[config.mk]
export PLATFORM = sky130hd
export DESIGN_NAME = cp0_exc_ctrl
export DESIGN_NICKNAME = d
export VERILOG_FILES = /design/src/rtl/cp0_pkg.sv /design/src/rtl/cp0_timer.sv /design/src/rtl/cp0_exc_ctrl.sv
export SDC_FILE = /design/constraint.sdc
export NUM_CORES = 1
export LEC_CHECK = 0
export ABC_AREA = 1
export BUFFER_PORTS_ARGS = -buffer_cell sky130_fd_sc_hd__buf_2
export CAP_MARGIN = 20
export CORE_MARGIN = 3
export CORE_UTILIZATION = 49
export CTS_BUF_LIST = sky130_fd_sc_hd__clkbuf_8
export DETAILED_ROUTE_END_ITERATION = 7
export GPL_TIMING_DRIVEN = 0
export PLACE_DENSITY = 0.92
export RECOVER_POWER = 100
export SYNTH_ARGS = -nofsm -noshare
export SYNTH_HDL_FRONTEND = slang
export SYNTH_SLANG_ARGS = --single-unit
export TNS_END_PERCENT = 50
[constraint.sdc]
create_clock -name clk -period 1.8 [get_ports clk]
set_input_delay 0.36 -clock clk [delete_from_list [all_inputs] [get_ports clk]]
set_output_delay 0.36 -clock clk [all_outputs]
set_load 0.02 [all_outputs]
[src/rtl/cp0_pkg.sv]
// Shared CP0 definitions: register numbers, ExcCode values, field positions.
// Used by cp0_exc_ctrl and, when CP0_TIMER_EN is defined, by cp0_timer.
package cp0_pkg;

    localparam logic [4:0] REG_COUNT   = 5'd9;
    localparam logic [4:0] REG_COMPARE = 5'd11;
    localparam logic [4:0] REG_SR      = 5'd12;
    localparam logic [4:0] REG_CAUSE   = 5'd13;
    localparam logic [4:0] REG_EPC     = 5'd14;
    localparam logic [4:0] REG_PRID    = 5'd15;

    localparam logic [4:0] EXC_INT  = 5'd0;
    localparam logic [4:0] EXC_ADEL = 5'd4;
    localparam logic [4:0] EXC_ADES = 5'd5;
    localparam logic [4:0] EXC_RI   = 5'd10;
    localparam logic [4:0] EXC_OV   = 5'd12;

    localparam int SR_IE     = 0;
    localparam int SR_EXL    = 1;
    localparam int IM_LO     = 10;
    localparam int IM_HI     = 15;
    localparam int CAUSE_BD  = 31;
    localparam int EXC_LO    = 2;
    localparam int EXC_HI    = 6;
    localparam int TIMER_IRQ = 5;

    localparam logic [31:0] WORD_MASK = 32'hFFFF_FFFC;

    typedef enum logic {
        ST_NORMAL  = 1'b0,
        ST_HANDLER = 1'b1
    } cp0_state_e;

endpackage

[src/rtl/cp0_timer.sv]
// Count/Compare timer with a pending flag; only built when CP0_TIMER_EN is defined.
// Count free-runs and wraps; writing Compare clears the pending flag.
`ifdef CP0_TIMER_EN
module cp0_timer
    import cp0_pkg::*;
(
    input  logic        clk,
    input  logic        reset,
    input  logic        wr_en,
    input  logic [4:0]  addr,
    input  logic [31:0] din,
    output logic [31:0] count,
    output logic [31:0] compare,
    output logic        pend
);

    always_ff @(posedge clk or negedge reset) begin
        if (!reset) begin
            count   <= '0;
            compare <= '0;
            pend    <= 1'b0;
        end else begin
            count <= (wr_en && addr == REG_COUNT) ? din : count + 32'd1;
            if (wr_en && addr == REG_COMPARE) begin
                compare <= din;
                pend    <= 1'b0;
            end else if (count == compare && compare != '0) begin
                pend <= 1'b1;
            end
        end
    end

endmodule
`endif

[src/rtl/cp0_exc_ctrl.sv]
// M-stage CP0 exception/interrupt controller: SR/Cause/EPC/PRId, trap and eret redirect.
// Optional Count/Compare timer enabled by defining CP0_TIMER_EN.
//
// state      | meaning
// -----------+-----------------------------------------------------------
// ST_NORMAL  | SR.EXL=0, traps accepted
// ST_HANDLER | SR.EXL=1, in handler; traps masked, eret returns to EPC
module cp0_exc_ctrl
    import cp0_pkg::*;
#(
    parameter logic [31:0] HANDLER_ADDR = 32'h0000_4180,
    parameter logic [31:0] PRID_VAL     = 32'h1234_5678,
    parameter int          NUM_HWINT    = 6
) (
    input  logic                 clk,
    input  logic                 reset,
    input  logic [31:0]          pc_m,
    input  logic [4:0]           exc_m,
    input  logic                 bd_m,
    input  logic [NUM_HWINT-1:0] hwint,
    input  logic                 we,
    input  logic [4:0]           addr,
    input  logic [31:0]          din,
    input  logic                 eret_m,
    output logic [31:0]          dout,
    output logic                 cp0_jump,
    output logic [31:0]          cp0_npc,
    output logic [31:0]          epc_out
);

    cp0_state_e  state;
    logic [5:0]  im;
    logic        ie;
    logic        bd;
    logic [5:0]  ip;
    logic [4:0]  code;
    logic [31:0] epc;

    logic        exl;
    logic [5:0]  hw_ext;
    logic [5:0]  hw_eff;
    logic        int_req;
    logic        exc_req;
    logic        take;
    logic        wr_en;
    logic [31:0] epc_target;

    generate
        if (NUM_HWINT >= 6) begin : g_hw_full
            assign hw_ext = hwint[5:0];
        end else begin : g_hw_pad
            assign hw_ext = {{(6-NUM_HWINT){1'b0}}, hwint};
        end
    endgenerate

`ifdef CP0_TIMER_EN
    logic [31:0] count;
    logic [31:0] compare;
    logic        timer_pend;

    cp0_timer u_timer (
        .clk     (clk),
        .reset   (reset),
        .wr_en   (wr_en),
        .addr    (addr),
        .din     (din),
        .count   (count),
        .compare (compare),
        .pend    (timer_pend)
    );

    // Timer pending behaves like external line IP15, before masking.
    assign hw_eff = hw_ext | ({5'b0, timer_pend} << TIMER_IRQ);
`else
    assign hw_eff = hw_ext;
`endif

    assign exl        = (state == ST_HANDLER);
    assign int_req    = (|(hw_eff & im)) & ie & ~exl;
    assign exc_req    = (exc_m != EXC_INT) & ~exl;
    assign take       = int_req | exc_req;
    // The trapping instruction must not commit its mtc0.
    assign wr_en      = we & ~take;
    assign epc_target = (bd_m ? pc_m - 32'd4 : pc_m) & WORD_MASK;

    assign cp0_jump = take | (eret_m & exl);
    assign cp0_npc  = take ? HANDLER_ADDR : epc;
    assign epc_out  = epc;

    always_ff @(posedge clk or negedge reset) begin
        if (!reset) begin
            state <= ST_NORMAL;
            im    <= '0;
            ie    <= 1'b0;
            bd    <= 1'b0;
            ip    <= '0;
            code  <= EXC_INT;
            epc   <= '0;
        end else begin
            ip <= hw_eff;
            if (take) begin
                state <= ST_HANDLER;
                code  <= int_req ? EXC_INT : exc_m;
                bd    <= bd_m;
                epc   <= epc_target;
            end else begin
                if (wr_en && addr == REG_SR) begin
                    im    <= din[IM_HI:IM_LO];
                    ie    <= din[SR_IE];
                    state <= din[SR_EXL] ? ST_HANDLER : ST_NORMAL;
                end
                if (wr_en && addr == REG_EPC) begin
                    epc <= din & WORD_MASK;
                end
                // eret overrides a simultaneous SR write on EXL.
                if (eret_m && exl) begin
                    state <= ST_NORMAL;
                end
            end
        end
    end

    always_comb begin
        dout = '0;
        case (addr)
            REG_SR:      dout = {16'b0, im, 8'b0, exl, ie};
            REG_CAUSE:   dout = {bd, 15'b0, ip, 3'b0, code, 2'b0};
            REG_EPC:     dout = epc;
            REG_PRID:    dout = PRID_VAL;
`ifdef CP0_TIMER_EN
            REG_COUNT:   dout = count;
            REG_COMPARE: dout = compare;
`endif
            default:     dout = '0;
        endcase
    end

endmodule

# Yosys cells after proc, flatten, opt, wreduce, memory -nomap -nowiden

Cells that the tools add are included.

Output and inout port bits: 97
Flip-flop bits (word level): 52
Logic and storage cells: 40
Input port bits: 85

Reductions and logical operators: 8
Bitwise gates (word level): 10
Mux-type cells: 10
Eq/ne operators: 4
Add/sub/neg operators: 1

Operator list:

| cell                  | number |
|---|---|
| $mux 32               | 4 |
| $pmux 32 s4           | 1 |
| $sub 32x3->32 const B | 1 |
| $eq 5x4->1 const B    | 4 |
| $and 6x6->6           | 1 |
| $reduce_or 6->1       | 1 |
| $and 1x1->1           | 5 |
| $mux 5                | 1 |
| $reduce_bool 5->1     | 1 |
| $mux 1                | 4 |
| $logic_and 1x1->1     | 3 |
| $reduce_bool 3->1     | 1 |
| $not 1->1             | 2 |
| $or 1x1->1            | 2 |
| $reduce_and 2->1      | 1 |
| $reduce_bool 2->1     | 1 |

# Logic depth before layout (Yosys ltp)

Gate-level depths: netlist of the first run.

Depth in word-level cells: 11
Mapped depth: 12
Depth with buffers taken out: 12

# Worst setup path after synthesis of the first run

OpenSTA, ideal clock, no wires.

Path kind: in2out
Start point: in hwint[1]
End point: out cp0_npc[2]
Slack: 0.025 ns
Stages on the path: 9
Data required time: 1.440 ns
Arrival time: 1.415 ns
Path buffers: 2
Path through: nand2_1 nand2_1 nor2_1 nand2_1 nand3_2 nand2_4 buf_6 buf_2 nor2_1

Longest elaborated chain between the ends: 6

Ends and longest elaborated chain:

| what                      | line               | RTL |
|---|---|---|
| start: declaration        | cp0_exc_ctrl.sv:20 | `input logic [NUM_HWINT-1:0] hwint,` |
| $and 6x6->6               | cp0_exc_ctrl.sv:79 | `assign int_req = (\|(hw_eff & im)) & ie & ~exl;` |
| $reduce_or 6->1           | cp0_exc_ctrl.sv:79 |  |
| $and 1x1->1 (2 in series) | cp0_exc_ctrl.sv:79 |  |
| $or 1x1->1                | cp0_exc_ctrl.sv:81 | `assign take = int_req \| exc_req;` |
| $mux 32                   | cp0_exc_ctrl.sv:87 | `assign cp0_npc = take ? HANDLER_ADDR : epc;` |
| end: declaration          | cp0_exc_ctrl.sv:27 | `output logic [31:0] cp0_npc,` |

Every way passes these cells.

# Worst setup path after layout of the first run

Start point: reg im[2]
End point: out cp0_npc[18]

Longest elaborated chain between the ends: 6

Ends and longest elaborated chain:

| what                      | line                | RTL |
|---|---|---|
| start: declaration        | cp0_exc_ctrl.sv:32  | `logic [5:0] im;` |
| start signal: assignment  | cp0_exc_ctrl.sv:108 | `im <= din[IM_HI:IM_LO];` |
| $and 6x6->6               | cp0_exc_ctrl.sv:79  |  |
| $reduce_or 6->1           | cp0_exc_ctrl.sv:79  |  |
| $and 1x1->1 (2 in series) | cp0_exc_ctrl.sv:79  |  |
| $or 1x1->1                | cp0_exc_ctrl.sv:81  |  |
| $mux 32                   | cp0_exc_ctrl.sv:87  |  |

Every way passes these cells.

==> impl_metrics.env, run 1 <==
export IMPL_synth_simple_area_share=0.4092
export IMPL_synth_compound_area_share=0.09965
export IMPL_crit_top_cell="nand2_1"
export IMPL_async_flop_share=1.000
export IMPL_core_area_sq_um=7486
export IMPL_clk_path_buf_depth=2
export IMPL_layout_nets=916
export IMPL_cp_arrival_ns=1.80
export IMPL_rows=31
export IMPL_fill_cells=617
export IMPL_whs_ns=0.1741
export IMPL_first_pass_iters=5
export IMPL_finalCriticalPeriod_ns=2.160
export IMPL_synth_top_family_by_area="simple AND/OR/NAND/NOR gates"
export IMPL_reg2reg_depth=11
export IMPL_rr_endpoint="epc_out[10]$_DFFE_PN0P_"
export IMPL_placed_cells=913
export IMPL_synth_cells=638
export IMPL_cts_sinks=50
export IMPL_place_ws_ns=-0.2572
export IMPL_critical_path_depth=10
export IMPL_slew_limit_headroom=0.5952
export IMPL_r2r_setup_slack_ns=0.02
export IMPL_drt_total_wl_mm=15.09
export IMPL_synth_edf_count=0
export IMPL_crit_chain="nand2_1 -> nand2_1 -> inv_1 -> nand2_1 -> nand3_4 -> nand2_8 -> buf_12 -> buf_12 -> nor2_4 -> buf_6"
export IMPL_power_density_nw_per_um2=1617
export IMPL_clk_latency_ns=0.31
export IMPL_cap_violations=0
export IMPL_drc=0
export IMPL_required_ns=1.44
export IMPL_synthMuxAreaShare=0
export IMPL_placed_cell_area_sq_um=4906
export IMPL_design_area_sq_um=5600
export IMPL_syn_area_sq_um=3905
export IMPL_crit_family="simple AND/OR/NAND/NOR gates"
export IMPL_start_util=0.5216
export IMPL_crit_start="im[2]$_DFFE_PN0P_"
export IMPL_cts_tree="done"
export IMPL_seq_area_frac_synth=0.3204
export IMPL_synthXorXnorAreaFrac=0.02467
export IMPL_stdcell_count=930
export IMPL_timing_final_ws_setup_ns=-0.3602
export IMPL_die_w_microns=95.27
export IMPL_crit_type="reg2out"
export IMPL_start_kind="flop"
export IMPL_hpwl_mm=10.44
export IMPL_grt_overflow_total=0
export IMPL_hold_violations=0
export IMPL_r2r_start="im[2]$_DFFE_PN0P_"
export IMPL_p_leak_nw=2.994
export IMPL_grt_antenna_before_repair=0
export IMPL_ant_nets=0
export IMPL_tightest_slew_ns=0.6072
export IMPL_num_vias=4951
export IMPL_die_area_sq_um=9076
export IMPL_grt_pass1_vias=4212
export IMPL_tns_ns=-11.42
export IMPL_cp_max_fo=6
export IMPL_grt_max_degree=51
export IMPL_finalMaxSlewViolations=0
export IMPL_peakVddDrop_mv=0.7923
export IMPL_ioPinCount=182
export IMPL_failed_checks="setup timing"
export IMPL_area_growth_pct=43.42
export IMPL_numCtsBuffers=5
export IMPL_drive_gt1_frac=0.2792
export IMPL_mostFrequentLayoutCells="nand2_1, buf_2, inv_1"
export IMPL_status="finished, violations left"
export IMPL_synth_seq_cells=50
export IMPL_critPathBufInv=4
export IMPL_rsz0062_at_grt="yes"
export IMPL_grt_pass1_wl_mm=20.71
export IMPL_root_buffer="clkbuf_8"
export IMPL_htreeDepth=2
export IMPL_period_share=1.200
export IMPL_die_h_microns=95.27
export IMPL_gp_congestion=0.9495
export IMPL_io_buffers=173
export IMPL_min_delay_path_class="in2reg"
export IMPL_fmaxAchievable_mhz=462.9
export IMPL_post_synth_fa_ha_maj_area_fraction=0.003204
export IMPL_grt_use_total=0.2941
export IMPL_synth_ff_type="dfrtp_1"
export IMPL_finalSetupViolCount=46
export IMPL_cp_slowest_cell="dfrtp_1"
export IMPL_worst_clock_skew_ns=0.01073
export IMPL_endpoint="cp0_npc[18]"
export IMPL_initialDrtViolationCount=507
export IMPL_final_common_cell="nand2_1"
export IMPL_cts_clk_slew_worst_paths_ns=0.10
export IMPL_ys_types=34
export IMPL_critical_path_endpoint_type="output port"
export IMPL_syn_area_per_cell_sq_um=6.121
export IMPL_antenna_cells=0
export IMPL_drt_vias_per_instance=5.324
export IMPL_critPathMaxStageDelay_ns=0.41
export IMPL_min_from="hwint[4]"
export IMPL_yosysWarnings=0
export IMPL_wl_per_cell_microns=16.23
## timing repair
| action | 4_1_cts | 5_1_grt |
|---|---|---|
| gates cloned | 1 | 1 |
| hold buffers | 0 | 1 |
| setup endpoints to repair | 45 | 59 |
| hold endpoints to repair | 0 | 8 |
| buffers inserted | 5 | 1 |
| gates resized for setup | 87 | 81 |
| pin swaps | 1 | 2 |
## worst register-to-register path, stage by stage, from the launching register on
cell and delay (ns):
dfrtp_1 0.38, nand2_1 0.10, nand2_1 0.09, inv_1 0.04
nand2_1 0.11, nand3_4 0.12, nand2_8 0.11, buf_4 0.17
clkbuf_4 0.25, nand2_1 0.08, o21ai_0 0.12, nand2_1 0.10
## state kept, by name, summed over array words and instances (netlist names)
name and count:
bd 1, code 5, ip 6, epc_out 30, im 6, ie 1
exl 1
## cell usage after synthesis (4+ instances only)
cell type / count / area (sq um)
nand3_1: 33 / 165.2
o21ai_0: 32 / 160.2
xor2_1: 7 / 61.31
nor2_4: 5 / 56.30
nand2_1: 202 / 758.2
nand4_1: 4 / 25.02
buf_6: 4 / 45.04
xnor2_1: 4 / 35.03
nand3b_1: 4 / 30.03
o211ai_1: 5 / 37.54
buf_4: 11 / 82.58
nor2_1: 113 / 424.2
nor2_2: 6 / 37.54
inv_1: 99 / 371.6
a21oi_1: 8 / 40.04
o21ai_1: 21 / 105.1
inv_2: 4 / 15.01
buf_2: 6 / 30.03
dfrtp_1: 50 / 1251
## metal layers
metal / global-route usage / up-vias / share of wire
li1: - / 2321 / -
met1: 0.3935 / 2261 / 0.38
met2: 0.5026 / 318 / 0.49
met3: 0.04104 / 51 / 0.099
met4: 0.06851 / 0 / 0.037
met5: 0 / - / 0
## where the power goes
| part | switching (mW) | internal (mW) |
|---|---|---|
| logic | 3.90 | 2.34 |
| registers | 0.398 | 1.64 |
| clock network | 0.382 | 0.405 |
| total | 4.68 | 4.38 |
## cell families after synthesis
| logic type | Yosys count |
|---|---|
| AO/OA/AOI/OAI | 72 |
| AND/OR/NAND/NOR | 377 |
| other | 1 |
| flip-flops | 50 |
| XOR/XNOR | 11 |
| adder cells (fa/ha/maj) | 1 |
| buffers and inverters | 126 |
## per-stage QoR
step           utilization  power [mW]
6_report            0.7481       9.054
5_1_grt             0.7481       9.522
4_1_cts             0.7142       8.117
3_5_place_dp        0.6554       6.397
3_3_place_gp        0.6554       6.321
2_1_floorplan            -       4.861
## worst min path at each step
stage          depth (start not counted)                       to  slack [ns]
2_1_floorplan                          0           bd$_DFFE_PN0N_        0.06
3_3_place_gp                           2  epc_out[28]$_DFFE_PN0P_        0.49
3_5_place_dp                           1          ip[2]$_DFF_PN0_        0.48
4_1_cts                                1          ip[4]$_DFF_PN0_        0.17
5_1_grt                                1          ip[3]$_DFF_PN0_        0.17
6_report                               1          ip[4]$_DFF_PN0_        0.17
## final cells by class
| type | instances | area (sq um) | area share |
|---|---|---|---|
| Tap cell | 99 | 123.9 | 0.02212 |
| Multi-Input combinational cell | 465 | 2351 | 0.4198 |
| Clock inverter | 3 | 37.54 | 0.006702 |
| Inverter | 104 | 402.9 | 0.07194 |
| Sequential cell | 50 | 1251 | 0.2234 |
| Buffer | 21 | 229.0 | 0.04088 |
| Timing Repair Buffer | 183 | 1136 | 0.2029 |
| Clock buffer | 5 | 68.82 | 0.01229 |
Note: power is estimated with default switching activity, not from simulation.
==> run 2: changes to the inputs <==
--- a/config.mk
+++ b/config.mk
@@ -5,16 +5,16 @@
 export SDC_FILE = /design/constraint.sdc
 export NUM_CORES = 1
 export LEC_CHECK = 0
-export ABC_AREA = 1
 export BUFFER_PORTS_ARGS = -buffer_cell sky130_fd_sc_hd__buf_2
 export CAP_MARGIN = 20
 export CORE_MARGIN = 3
-export CORE_UTILIZATION = 49
+export CORE_UTILIZATION = 48
 export CTS_BUF_LIST = sky130_fd_sc_hd__clkbuf_8
 export DETAILED_ROUTE_END_ITERATION = 7
 export GPL_TIMING_DRIVEN = 0
 export PLACE_DENSITY = 0.92
 export RECOVER_POWER = 100
+export SLEW_MARGIN = 25
 export SYNTH_ARGS = -nofsm -noshare
 export SYNTH_HDL_FRONTEND = slang
 export SYNTH_SLANG_ARGS = --single-unit
==> constraint.sdc (replaced) <==
create_clock -name clk -period 1.8 [get_ports clk]
set_input_delay 0.09 -clock clk [delete_from_list [all_inputs] [get_ports clk]]
set_output_delay 0.09 -clock clk [all_outputs]
set_load 0.02 [all_outputs]
==> run 2 against run 1 <==
  * The flow still finishes with violations (setup timing)
  * Clock skew decreased by 0.0014 ns
  * Fmax increased by 3.9%
  * First-iteration DRC count decreased by 13%
  * Combinational power decreased by 15%
  * Largest cell class unchanged
  * Sequential power increased by 12%
  * Highest routed layer is now met5
  * Setup slack improved by 0.082 ns
  * Total power decreased by 7.2%
  * Cell count decreased by 23%
==> impl_metrics.env, run 2 <==
export IMPL_drt_total_wl_mm=16.07
export IMPL_wl_per_cell_microns=22.56
export IMPL_min_from="din[13]"
export IMPL_r2r_start="im[1]$_DFFE_PN0P_"
export IMPL_first_pass_iters=6
export IMPL_critical_path_endpoint_type="output port"
export IMPL_slew_limit_headroom=0.5587
export IMPL_grt_pass1_wl_mm=22.12
export IMPL_rows=31
export IMPL_die_area_sq_um=8717
export IMPL_finalCriticalPeriod_ns=2.078
export IMPL_finalSetupViolCount=64
export IMPL_peakVddDrop_mv=0.5371
export IMPL_failed_checks="setup timing"
export IMPL_place_ws_ns=-0.5059
export IMPL_synth_largest_area_cell="dfrtp_1"
export IMPL_rsz0062_at_grt="yes"
export IMPL_die_w_microns=93.37
export IMPL_hold_violations=0
export IMPL_syn_area_per_cell_sq_um=8.892
export IMPL_core_area_sq_um=7331
export IMPL_yosysWarnings=0
export IMPL_final_common_cell="buf_2"
export IMPL_htreeDepth=2
export IMPL_fill_cells=460
export IMPL_finalMaxSlewViolations=0
export IMPL_required_ns=1.71
export IMPL_placed_cells=688
export IMPL_cp_arrival_ns=1.99
export IMPL_timing_final_ws_setup_ns=-0.2782
export IMPL_grt_pass1_vias=4199
export IMPL_netlist_area_leader_share=0.3415
export IMPL_stdcell_count=712
export IMPL_cap_violations=0
export IMPL_gp_congestion=0.9971
export IMPL_area_growth_pct=48.70
export IMPL_status="finished, violations left"
export IMPL_fmaxAchievable_mhz=481.2
export IMPL_syn_area_sq_um=3664
export IMPL_min_delay_path_class="in2reg"
export IMPL_drc=0
export IMPL_rr_endpoint="im[5]$_DFFE_PN0P_"
export IMPL_synth_ff_type="dfrtp_1"
export IMPL_root_buffer="clkbuf_8"
export IMPL_worst_clock_skew_ns=0.009367
export IMPL_num_vias=4659
export IMPL_seq_area_frac_synth=0.3415
export IMPL_start_kind="flop"
export IMPL_ant_nets=0
export IMPL_mostFrequentLayoutCells="buf_2, dfrtp_1, nor2_1, mux2i_1, buf_6"
export IMPL_grt_max_degree=51
export IMPL_synth_seq_cells=50
export IMPL_cts_sinks=50
export IMPL_die_h_microns=93.37
export IMPL_fin_util=0.7431
export IMPL_min_path_cells=2
export IMPL_drt_vias_per_instance=6.544
export IMPL_ys_top_cells_by_count="dfrtp_1, nor2_1, mux2i_1"
export IMPL_synth_edf_count=0
export IMPL_initialDrtViolationCount=441
export IMPL_synth_area_leaders="dfrtp_1, mux2i_1, and3_1"
export IMPL_reg2reg_depth=4
export IMPL_yosysMostFrequentCell="dfrtp_1"
export IMPL_drive_gt1_frac=0.4551
export IMPL_crit_start="im[1]$_DFFE_PN0P_"
export IMPL_period_share=1.155
export IMPL_cp_max_fo=6
export IMPL_clk_path_buf_depth=2
export IMPL_r2r_setup_slack_ns=-0.19
export IMPL_io_buffers=174
export IMPL_cts_tree="done"
export IMPL_synth_cells=412
export IMPL_grt_antenna_before_repair=1
export IMPL_ioPinCount=182
export IMPL_grt_use_total=0.3233
export IMPL_cts_clk_slew_worst_paths_ns=0.10
export IMPL_tightest_slew_ns=0.6602
export IMPL_async_flop_share=1.000
export IMPL_power_density_nw_per_um2=1543
export IMPL_start_util=0.4997
export IMPL_hpwl_mm=10.57
export IMPL_largest_reg_flops=30
export IMPL_p_leak_nw=2.582
export IMPL_antenna_cells=0
export IMPL_ys_types=48
export IMPL_hold_end="im[3]$_DFFE_PN0P_"
export IMPL_numCtsBuffers=5
export IMPL_crit_type="reg2out"
export IMPL_grt_overflow_total=0
export IMPL_layout_nets=698
export IMPL_clk_latency_ns=0.32
run 2: report_power, final:
group,switching (mW),internal [mW],leakage (nW)
Sequential,0.691,1.59,0.586
Combinational,2.82,2.45,1.94
Clock,0.427,0.425,0.0591
run 2: logic make-up after synthesis:
group,after synthesis,share of synthesized area
xor+xnor,13,0.03108
flops,50,0.3415
other cells,1,0.001024
mux,43,0.1212
compound gates,77,0.1458
buf+inv,41,0.04918
simple gates,186,0.3067
fa+ha+maj,1,0.003415
run 2: metrics by stage:
step / hold WS [ns] / cell area [sq um] / total power [mW] / setup TNS, ns
global route: 0.009688 / 5448 / 8.670 / -12.52
CTS: -0.08648 / 5309 / 7.784 / -4.585
global placement: 0.2143 / 4671 / 5.769 / -9.215
floorplan: -0.2056 / 3676 / 4.389 / 0
detailed placement: 0.1419 / 4673 / 5.898 / -15.34
finish: 0.01652 / 5448 / 8.405 / -10.50
run 2: critical path: stages (launching register included):
cell      delay (ns)
dfrtp_1         0.41
a22oi_2         0.31
a311oi_4        0.22
clkbuf_8        0.22
or3_4           0.38
buf_6           0.14
run 2: repair_timing:
| action | CTS | global route |
|---|---|---|
| setup buffers | 5 | 5 |
| pin swaps | 5 | 4 |
| setup endpoints to repair | 85 | 69 |
| hold buffers | 6 | 1 |
| hold endpoints to repair | 56 | 1 |
| gates cloned | 1 | 0 |
| gates resized for setup | 117 | 32 |
run 2: worst max path at each step:
stage               slack (ns)  cells past startpoint                       to
finish                   -0.28                      5              cp0_npc[14]
detailed placement       -0.51                      6  epc_out[28]$_DFFE_PN0P_
global route             -0.30                      5               cp0_npc[7]
floorplan               0.0003                      6  epc_out[22]$_DFFE_PN0P_
CTS                      -0.17                      5               cp0_npc[7]
global placement         -0.41                      6  epc_out[28]$_DFFE_PN0P_
run 2: layout make-up:
cell class                      count  area [sq um]  share of cell area
Tap cell                           99         123.9             0.02274
Clock inverter                      3         47.55            0.008728
Inverter                            3         11.26            0.002067
Buffer                             36         236.5             0.04341
Multi-Input combinational cell    324          2496              0.4582
Timing Repair Buffer              192          1211              0.2223
Sequential cell                    50          1252              0.2299
Clock buffer                        5         68.82             0.01263
run 2: per-layer routing:
metal  up-vias  wire length, microns  share of wire  track usage
li1       1923                     -              -            -
met3       123                  1863           0.12      0.05873
met1      2174                  5651           0.35       0.4038
met4         2                  1123          0.070       0.1429
met5         -                    11        0.00068            0
met2       437                  7415           0.46       0.5438
==> run 3: changes to the inputs <==
--- a/config.mk
+++ b/config.mk
@@ -8,11 +8,11 @@
 export BUFFER_PORTS_ARGS = -buffer_cell sky130_fd_sc_hd__buf_2
 export CAP_MARGIN = 20
 export CORE_MARGIN = 3
-export CORE_UTILIZATION = 48
-export CTS_BUF_LIST = sky130_fd_sc_hd__clkbuf_8
+export CORE_UTILIZATION = 47
+export CTS_BUF_LIST = sky130_fd_sc_hd__clkbuf_16
 export DETAILED_ROUTE_END_ITERATION = 7
 export GPL_TIMING_DRIVEN = 0
-export PLACE_DENSITY = 0.92
+export PLACE_DENSITY = 0.91
 export RECOVER_POWER = 100
 export SLEW_MARGIN = 25
 export SYNTH_ARGS = -nofsm -noshare
==> run 3 against run 2 <==
  * The run still ends with setup timing left
  * Clock skew decreased by 0.0014 ns
  * Sequential share of layout area rose by 0.62 points
  * Core utilization is 2.7 points lower
  * Setup slack better by 0.031 ns
  * Combinational power fell by 15%
  * Non-clock buffer count fell by 3
  * Sequential cell count unchanged
  * Critical path type unchanged
==> impl_metrics.env, run 3 (same netlist as run 2, synthesis figures left out) <==
export IMPL_antenna_cells=0
export IMPL_critPathMaxStageDelay_ns=0.45
export IMPL_multi_input_area_sq_um=2526
export IMPL_mostFrequentLayoutCells="buf_2, clkbuf_1, dfrtp_1"
export IMPL_cp_slowest_cell="dfrtp_1"
export IMPL_crit_chain="a22oi_2 -> a311oi_4 -> nor2_4 -> clkbuf_8 -> and2_1 -> buf_2"
export IMPL_failed_checks="setup timing"
export IMPL_grt_pass1_vias=4094
export IMPL_area_growth_pct=44.81
export IMPL_timing_final_ws_setup_ns=-0.2474
export IMPL_finalMaxSlewViolations=0
export IMPL_period_share=1.137
export IMPL_drt_total_wl_mm=16.23
export IMPL_grt_pass1_wl_mm=21.02
export IMPL_layout_nets=695
export IMPL_clk_path_buf_depth=2
export IMPL_die_h_microns=94.29
export IMPL_hpwl_mm=10.61
export IMPL_hold_violations=0
export IMPL_drt_vias_per_instance=6.577
export IMPL_die_w_microns=94.29
export IMPL_largest_reg_flops=30
export IMPL_register_area_sq_um=1252
export IMPL_reg2reg_depth=6
export IMPL_ioPinCount=182
export IMPL_fmaxAchievable_mhz=488.4
export IMPL_finalCriticalPeriod_ns=2.047
export IMPL_start_util=0.4945
export IMPL_cap_violations=0
export IMPL_rows=31
export IMPL_ant_nets=0
export IMPL_cp_max_fo=10
export IMPL_grt_use_total=0.3074
export IMPL_crit_type="reg2out"
export IMPL_status="finished, violations left"
export IMPL_cts_clk_slew_worst_paths_ns=0.08
export IMPL_min_delay_path_class="in2reg"
export IMPL_tightest_slew_ns=1.290
export IMPL_drive_gt1_frac=0.3672
export IMPL_num_vias=4663
export IMPL_root_buffer="clkbuf_16"
export IMPL_placed_cell_area_sq_um=4673
export IMPL_whs_ns=0.03694
export IMPL_cts_sinks=50
export IMPL_grt_antenna_before_repair=0
export IMPL_wl_per_cell_microns=22.89
export IMPL_drc=0
export IMPL_first_pass_iters=5
export IMPL_fill_cells=514
export IMPL_peakVddDrop_mv=0.6407
export IMPL_start_kind="flop"
export IMPL_grt_overflow_total=0
export IMPL_worst_clock_skew_ns=0.007922
export IMPL_cts_tree="done"
export IMPL_gp_congestion=1.021
export IMPL_htreeDepth=2
export IMPL_finalSetupViolCount=51
export IMPL_power_density_nw_per_um2=1460
export IMPL_clk_latency_ns=0.30
export IMPL_numCtsBuffers=5
export IMPL_p_leak_nw=2.423
export IMPL_initialDrtViolationCount=550
export IMPL_grt_max_degree=51
export IMPL_required_ns=1.71
export IMPL_min_path_cells=2
export IMPL_final_common_cell="buf_2"
export IMPL_rsz0062_at_grt="yes"
export IMPL_die_area_sq_um=8890
export IMPL_critical_path_endpoint_type="output port"
export IMPL_design_area_sq_um=5305
export IMPL_cp_arrival_ns=1.96
export IMPL_slew_limit_headroom=0.1400
export IMPL_io_buffers=174
export IMPL_core_area_sq_um=7408
## run 3: cell types whose count changed in the layout (fill, tap and decap cells not counted), moves of 5 or more
cell / change
and2_1: +26
buf_4: -7
clkbuf_16: +5
buf_2: -9
mux2_2: -7
mux2_4: +7
and2_4: -26
buf_6: -24
clkbuf_1: +34
## run 3: worst paths after layout
path	endpoint	slack [ns]	start
min in group asynchronous	im[1]$_DFFE_PN0P_	0.61	reset
setup reg to reg	epc_out[31]$_DFFE_PN0P_	-0.14	im[3]$_DFFE_PN0P_
hold reg to reg	code[0]$_DFFE_PN0N_	0.49	code[0]$_DFFE_PN0N_
setup / recovery	cp0_npc[3]	-0.25	im[3]$_DFFE_PN0P_
max in group asynchronous	exl$_DFFE_PN0P_	0.32	reset
hold / removal	ie$_DFFE_PN0P_	0.04	din[0]
## run 3: per-stage QoR
stage / power (mW) / cells / TNS [ns] / setup slack, ns / util
after CTS: 7.227 / 704 / -6.106 / -0.1784 / 0.6886
after global placement: 5.767 / 688 / -10.99 / -0.4421 / 0.6305
after detailed placement: 5.909 / 688 / -15.00 / -0.5526 / 0.6308
final: 7.748 / 709 / -6.529 / -0.2474 / 0.7161
after global routing: 7.998 / 709 / -9.948 / -0.2985 / 0.7161
after floorplan: 4.389 / 415 / 0 / 0.0003016 / -
## run 3: final cells by class
| class | instances | share of cell area |
|---|---|---|
| buffer | 36 | 0.04670 |
| sequential | 50 | 0.2361 |
| tap | 99 | 0.02335 |
| clock buffer | 5 | 0.02358 |
| inverter | 3 | 0.002123 |
| multi-input combinational | 324 | 0.4762 |
| clock inverter | 3 | 0.004953 |
| timing repair buffer | 189 | 0.1870 |
## run 3: timing repair
action | in CTS | in global routing
gates resized for setup | 46 | 42
setup endpoints to repair | 85 | 76
endpoints found under the hold margin | 56 | 0
setup buffers | 3 | 5
pin swaps | 6 | 9
hold buffers | 7 | 0
## run 3: report_power, final
| part | switching (mW) | internal [mW] |
|---|---|---|
| combinational | 2.77 | 1.74 |
| clock | 0.458 | 0.529 |
| sequential | 0.660 | 1.60 |
| total | 3.88 | 3.86 |
## run 3: per-layer routing
metal | global-route usage | up-vias | share of wire
met3 | 0.05929 | 104 | 0.12
li1 | - | 1925 | -
met2 | 0.5124 | 446 | 0.47
met4 | 0.1540 | 0 | 0.061
met5 | 0 | - | 0
met1 | 0.3773 | 2188 | 0.35
## run 3: worst max-delay path, delay by kind of cell, from the launching register on
family	cells	cell delay, ns
AOI/OAI and AO/OA	2	0.44
buffers and inverters	2	0.39
DFF	1	0.45
and+or+nand+nor	2	0.37
